File: config.mk
export PLATFORM = sky130hd
export DESIGN_NAME = issue_queue_scheduler
export DESIGN_NICKNAME = d
export VERILOG_FILES = /design/src/rtl/issue_queue_scheduler.sv
export SDC_FILE = /design/constraint.sdc
export NUM_CORES = 1
export LEC_CHECK = 0
export ABC_AREA = 1
export BUFFER_PORTS_ARGS = -buffer_cell sky130_fd_sc_hd__buf_2
export CELL_PAD_IN_SITES_DETAIL_PLACEMENT = 1
export CELL_PAD_IN_SITES_GLOBAL_PLACEMENT = 2
export CORE_MARGIN = 2
export CORE_UTILIZATION = 27
export DETAILED_ROUTE_END_ITERATION = 6
export PLACE_DENSITY_LB_ADDON = 0.1
export SETUP_SLACK_MARGIN = 0.5
export SKIP_LAST_GASP = 1
export SLEW_MARGIN = 30
export SYNTH_ARGS = -nofsm -noshare
export SYNTH_HDL_FRONTEND = slang
export SYNTH_SLANG_ARGS = --single-unit
export TNS_END_PERCENT = 30
File: constraint.sdc
create_clock -name clk -period 33.6 [get_ports clk]
set_input_delay 8.4 -clock clk [delete_from_list [all_inputs] [get_ports clk]]
set_output_delay 8.4 -clock clk [all_outputs]
set_load 0.02 [all_outputs]
File: src/rtl/issue_queue_scheduler.sv
// issue_queue_scheduler: in-order uop issue queue. Accepts decoded uops in
// pairs, issues one per cycle into a registered EX slot, interlocks load-use
// hazards against the uop held in that slot, and discards everything on flush.
// Optional feature macro: BRANCH_HOLD_EN -- when defined, issue stops after a
// branch is consumed by EX until br_resolve or flush.
module issue_queue_scheduler #(
  parameter int unsigned UOP_W = 128,
  parameter int unsigned DEPTH = 4
) (
  input  logic             clk,
  input  logic             rst,
  input  logic             in_valid,
  output logic             in_ready,
  input  logic [UOP_W-1:0] in_uop0,
  input  logic [UOP_W-1:0] in_uop1,
  input  logic [17:0]      in_meta0,
  input  logic [17:0]      in_meta1,
  output logic             ex_valid,
  input  logic             ex_ready,
  output logic [UOP_W-1:0] ex_uop,
  output logic [17:0]      ex_meta,
  input  logic             br_resolve,
  input  logic             flush
);

  localparam int unsigned PTR_W = (DEPTH > 1) ? $clog2(DEPTH) : 1;
  localparam int unsigned CNT_W = $clog2(DEPTH + 1);

  // Decoded-uop sideband, packed to match the 18-bit port layout
  typedef struct packed {
    logic       is_branch;
    logic       is_load;
    logic       reg_we;
    logic [4:0] dst;
    logic [4:0] src2;
    logic [4:0] src1;
  } meta_t;

  // Queue storage and bookkeeping
  logic [UOP_W-1:0] uop_q  [DEPTH];
  meta_t            meta_q [DEPTH];
  logic [PTR_W-1:0] wr_ptr;
  logic [PTR_W-1:0] rd_ptr;
  logic [CNT_W-1:0] count;

  // Issue register metadata
  meta_t            ex_meta_q;

  // Per-cycle decisions
  logic             enq_c;
  logic             ex_free_c;
  logic             hazard_c;
  logic             hold_block_c;
  logic             issue_c;
  logic [PTR_W-1:0] wr_ptr_inc_c;
  logic [CNT_W-1:0] count_nxt_c;

  assign ex_meta = ex_meta_q;

  // Load-use interlock: the head may not issue while its source is the
  // destination of a load still sitting in the EX slot
  always_comb begin
    hazard_c = 1'b0;
    if (ex_valid && ex_meta_q.is_load && ex_meta_q.reg_we &&
        (ex_meta_q.dst != 5'd0)) begin
      hazard_c = (meta_q[rd_ptr].src1 == ex_meta_q.dst) ||
                 (meta_q[rd_ptr].src2 == ex_meta_q.dst);
    end
  end

`ifdef BRANCH_HOLD_EN
  logic br_hold;
  logic br_consume_c;

  // A branch leaving the EX slot blocks issue in that same cycle so no
  // younger uop slips past before the hold register takes over
  assign br_consume_c = ex_valid && ex_ready && ex_meta_q.is_branch;
  assign hold_block_c = br_hold || br_consume_c;

  // Branch hold: set when EX takes a branch, released by resolve or flush
  always_ff @(posedge clk) begin
    if (rst) begin
      br_hold <= 1'b0;
    end else if (flush) begin
      br_hold <= 1'b0;
    end else if (br_consume_c) begin
      br_hold <= 1'b1;
    end else if (br_resolve) begin
      br_hold <= 1'b0;
    end
  end
`else
  logic unused_br_resolve;

  // Speculative issue past branches; resolve has no effect here
  assign hold_block_c      = 1'b0;
  assign unused_br_resolve = br_resolve;
`endif

  // Enqueue/issue decisions and next occupancy (rst/flush override in the flops)
  always_comb begin
    enq_c        = in_valid && in_ready;
    ex_free_c    = !ex_valid || ex_ready;
    issue_c      = (count != '0) && !hazard_c && !hold_block_c && ex_free_c;
    wr_ptr_inc_c = wr_ptr + PTR_W'(1);
    count_nxt_c  = count;
    if (enq_c) begin
      count_nxt_c = count_nxt_c + CNT_W'(2);
    end
    if (issue_c) begin
      count_nxt_c = count_nxt_c - CNT_W'(1);
    end
  end

  // Pointers, occupancy and the registered ready flag
  always_ff @(posedge clk) begin
    if (rst) begin
      wr_ptr   <= '0;
      rd_ptr   <= '0;
      count    <= '0;
      in_ready <= 1'b1;
    end else if (flush) begin
      wr_ptr   <= '0;
      rd_ptr   <= '0;
      count    <= '0;
      in_ready <= 1'b1;
    end else begin
      if (enq_c) begin
        wr_ptr <= wr_ptr + PTR_W'(2);
      end
      if (issue_c) begin
        rd_ptr <= rd_ptr + PTR_W'(1);
      end
      count    <= count_nxt_c;
      in_ready <= (count_nxt_c <= CNT_W'(DEPTH - 2));
    end
  end

  // Payload storage: slot0 lands at the write pointer, slot1 right behind it
  always_ff @(posedge clk) begin
    if (!rst && !flush && enq_c) begin
      uop_q[wr_ptr]        <= in_uop0;
      meta_q[wr_ptr]       <= meta_t'(in_meta0);
      uop_q[wr_ptr_inc_c]  <= in_uop1;
      meta_q[wr_ptr_inc_c] <= meta_t'(in_meta1);
    end
  end

  // Issue register: loads the head, holds while EX stalls, empties when consumed
  always_ff @(posedge clk) begin
    if (rst) begin
      ex_valid  <= 1'b0;
      ex_uop    <= '0;
      ex_meta_q <= '0;
    end else if (flush) begin
      ex_valid <= 1'b0;
    end else if (issue_c) begin
      ex_valid  <= 1'b1;
      ex_uop    <= uop_q[rd_ptr];
      ex_meta_q <= meta_q[rd_ptr];
    end else if (ex_ready) begin
      ex_valid <= 1'b0;
    end
  end

endmodule

Word-level counts from Yosys, hierarchy flattened
Memories as Yosys holds them, arrays and structs flattened. A register that Yosys moved wholly into a read port is not among the register bits.
Cells that the tools add are included.
- multiply operators: 0
- equality and inequality tests: 2
- bitwise operators: 1
- muxes and demuxes: 9
- $lt $le $gt $ge: 1
- reductions and logical operators: 19
- div/mod/pow operators: 0
- shift operators: 0
- $add $sub $neg: 5
- operators by type and width (kind ; number):
    $eq A5 B5 Y1 ; 2
    $logic_and A1 B1 Y1 ; 8
    $mux W3 ; 2
    $mux W1 ; 5
    $reduce_bool A5 Y1 ; 1
    $add A2 B1 Y2 const B ; 2
    $logic_not A1 Y1 ; 4
    $mux W2 ; 2
    $add A3 B2 Y3 const B ; 1
    $le A3 B2 Y1 const B ; 1
    $reduce_bool A3 Y1 ; 1
    $sub A3 B1 Y3 const B ; 1
    $add A2 B2 Y2 const B ; 1
    $logic_or A1 B1 Y1 ; 2
    $reduce_and A2 Y1 ; 1
    $reduce_bool A2 Y1 ; 1
    $reduce_or A2 Y1 ; 1
    $not A1 Y1 ; 1
- RAM bits: 584
- latch bits: 0
- input bits: 298
- memory bits (read-only): 0
- register bits: 27
- memories kept: 2
- logic and storage cells: 50
- memory list (memory ; words ; bits a word ; rd ports ; clocked after Yosys merged registers in ; write ports ; RTL line ; source):
    uop_q ; 4 ; 128 ; 1 ; 1 ; 2 ; 40 ; logic [UOP_W-1:0] uop_q [DEPTH];
    meta_q ; 4 ; 18 ; 1 ; 1 ; 2 ; 41 ; meta_t meta_q [DEPTH];

Logic depth before layout (Yosys ltp)
- depth in word-level cells: 9
- gate-level depth with buffers: 19

Least setup slack after synthesis
Ideal clock, no wire load.
- kind: input port to flip-flop
- start: input port in_valid
- end: memory meta_q[2][0] in the netlist's numbering, enable pin
- buffers on the path: 0
- required time: 32297 ps
- setup slack: 3962 ps
- data arrival time: 28336 ps
- stages on the path: 2
- path through: nand2_1 > nor3_1
- RTL lines (element ; RTL line ; source):
    from (decl) ; 12 ; input logic in_valid,
    to (decl) ; 41 ;

==> summary.md <==
| Metric | Value |
|---|---|
| Part of the Yosys area used for sequential elements | `75.8%` |
| Max Cap Violations | `0` |
| Post-DP HPWL | `50900 um` |
| Boundary pin count | `446` |
| Leak Pwr | `12.6 nW` |
| Post-synth top area cell | `edfxtp_1` |
| Clock skew | `0.0208 ns` |
| Cts repair resizes | `0` |
| Routed wire per std cell | `21.8 um` |
| Clock transition at path regs | `0.06 ns` |
| Htree depth | `3` |
| Initial cell density of the core | `27.2%` |
| GRT busiest layer | `met2` |
| WHS | `0.475 ns` |
| Global-route wire length before repair | `127000 um` |
| CTS Buf Count | `88` |
| Post-Route WL | `86700 um` |
| CTS max path bufs | `3` |
| CP max-delay cell | `buf_4` |
| Total number of vias | `18400` |
| Synth Area per Inst | `12.5 um^2` |
| Critical path startpoint | `rst` |
| Fin cells | `3971` |
| Worst setup margin | `22.57 ns` |
| PwrDens | `66.8 mW/mm^2` |
| IO buf count | `444` |
| Final RePlAce weighted congestion | `0.724` |
| Cell Area, Synth | `0.0272 mm^2` |
| Die area | `0.103 mm^2` |
| Place WS | `21.54 ns` |
| Syn Nets | `2472` |
| FF+latch area | `0.0207 mm^2` |
| Fillers | `10800` |
| Crit path capture type | `flip-flop` |
| Maximum clock frequency | `0.0906 GHz` |
| DRT antenna net count | `0` |
| Iter 0 DRT Violations | `729` |
| Most common cell after layout, fill and taps aside | `edfxtp_1` |
| WP data required | `33.86 ns` |
| Netlist cell types | `26` |
| NumNets Final | `2887` |
| Crit-path max FO | `63` |
| Relative slew slack | `37.1%` |
| Post-synthesis cell count | `2173` |
| RSZ-0062 raised after global routing | `no` |
| Status | `completed` |
| Multi-input combinational cell area | `0.00573 mm^2` |
| Flops & latches, synth | `740` |
| TNS Setup | `0 ns` |
| TritonCTS Sinks | `740` |
| First-pass DRT Iterations | `4` |
| Met3 Use GR | `5.30%` |
| Area delta synth->final | `22.9%` |
| CP startpoint kind | `primary input` |
| CP cell instances | `buf_2 -> nor2_1 -> inv_1 -> nor2_4 -> buf_16 -> buf_6 -> buf_4` |
| Met1 Usage GRT | `19.4%` |
| Worst Hold Class | `flip-flop to flip-flop` |
| Ys Warns | `0` |
| CP max stage delay | `0.78 ns` |
| Die width | `322 um` |
| Die H | `322 um` |
| Initial antenna violation count | `49` |
| Cts hold-fix bufs | `0` |
| Final period util | `32.8%` |
| Layout cell share with drive strength beyond 1 | `22.8%` |
| Final min period | `11.04 ns` |
| Critical Path AT | `11.30 ns` |
| CP Class | `primary input to flip-flop` |
| Total track usage | `16.5%` |
| Most frequent cells in the layout | `edfxtp_1 (584), nor2_1 (575), buf_2 (444)` |
| Worst slew pin tran | `0.943 ns` |
| Largest net degree at the start of global routing | `164` |
| # placed instances | `3795` |
| Vias/cell | `4.64` |
| HP Start | `wr_ptr[1]$_SDFFE_PP0P_` |
| Setup bufs post-CTS | `0` |
| # DRC | `0` |
| Vias in the first global route | `19300` |
| Maximum VDD drop | `0.0342 mV` |
| Core Area | `0.100 mm^2` |
| Largest cells by area after synthesis | `edfxtp_1 (64%), dfxtp_1 (11%), nor2_1 (7.9%)` |
| Clk_lat worst skew | `0.66 ns` |
| Row cnt | `116` |
| Final setup violation count | `0` |
| CTS tree | `built` |
| GR Util met2 | `28.6%` |
| CTS root buf | `clkbuf_16` |
| Final hold violation count | `0` |
| Max Transition Viols Final | `0` |
| Gr ovfl total | `0` |
| Yosys top cell area share | `64.4%` |
==> layer usage <==
metal	routed length, um	vias to the layer above	share of wire, %
li1	-	8666	-
met1	36000	9158	41
met2	43100	387	50
met3	5440	168	6.3
met4	1910	48	2.2
met5	299	-	0.34
==> cell usage after synthesis (all sizes together) <==
cell       n
o2111ai    1
inv       28
o22ai    136
edfxtp   584
clkbuf    98
dfxtp    156
ha         1
buf       45
xnor2      1
nand3     33
nor2     577
xor2       4
nor3       1
a21oi      6
nand2     79
o21ai    420
nand4      3
==> critical path, delay by kind of cell <==
kind,cells,cell delay (ns)
AND/OR/NAND/NOR,2,0.77
buffers and inverters,5,1.94
==> final timing paths <==
kind	endpoint	slack, ns	cells after the start
worst min-delay path	wr_ptr[1]$_SDFFE_PP0P_	0.48	2
worst min register to register	wr_ptr[1]$_SDFFE_PP0P_	0.48	2
worst max-delay path	uop_q[0][79]$_DFFE_PP_	22.57	7
worst max register to register	ex_uop[91]$_SDFFE_PP0P_	29.12	16
==> metrics by stage <==
step	utilization (%)	power (mW)	instance area (um^2)
floorplan	-	1.24	27200
finish	33.5	2.24	33500
CTS	33.4	2.28	33400
global route	33.5	2.34	33500
global placement	30.6	1.34	30600
detailed placement	30.6	1.35	30600
==> flip-flops by register name, summed over array words and instances (netlist names), named ones only <==
register  flops
ex_meta      18
wr_ptr        1
ex_valid      1
in_ready      1
count         3
ex_uop      128
uop_q       512
rd_ptr        2
meta_q       72
==> where the power goes <==
group | internal (mW) | switching [mW] | leakage, nW
clock | 0.542 | 0.377 | 1.36
combinational | 0.0725 | 0.183 | 4.66
sequential | 1.04 | 0.0227 | 6.58
==> layout make-up <==
cell class / instances / share of cell area [%]
Tap cell: 1298 / 4.85
Inverter: 28 / 0.404
Sequential cell: 740 / 61.7
Multi-Input combinational cell: 1262 / 17.1
Timing Repair Buffer: 468 / 7.49
Clock buffer: 133 / 7.69
Antenna cell: 12 / 0.0897
Clock inverter: 30 / 0.620
==> cells by family (layout without fill, tap and decap cells) <==
kind of cell | count (synthesis) | after routing | synth area share [%]
simple gates | 693 | 693 | 9.82
fa+ha+maj | 1 | 1 | 0.0459
xor+xnor | 5 | 5 | 0.161
other cells | 0 | 12 | 0
compound gates | 563 | 563 | 11.0
buf+inv | 171 | 659 | 3.15
flops | 740 | 740 | 75.8
Power figures use the tool's default switching activity.
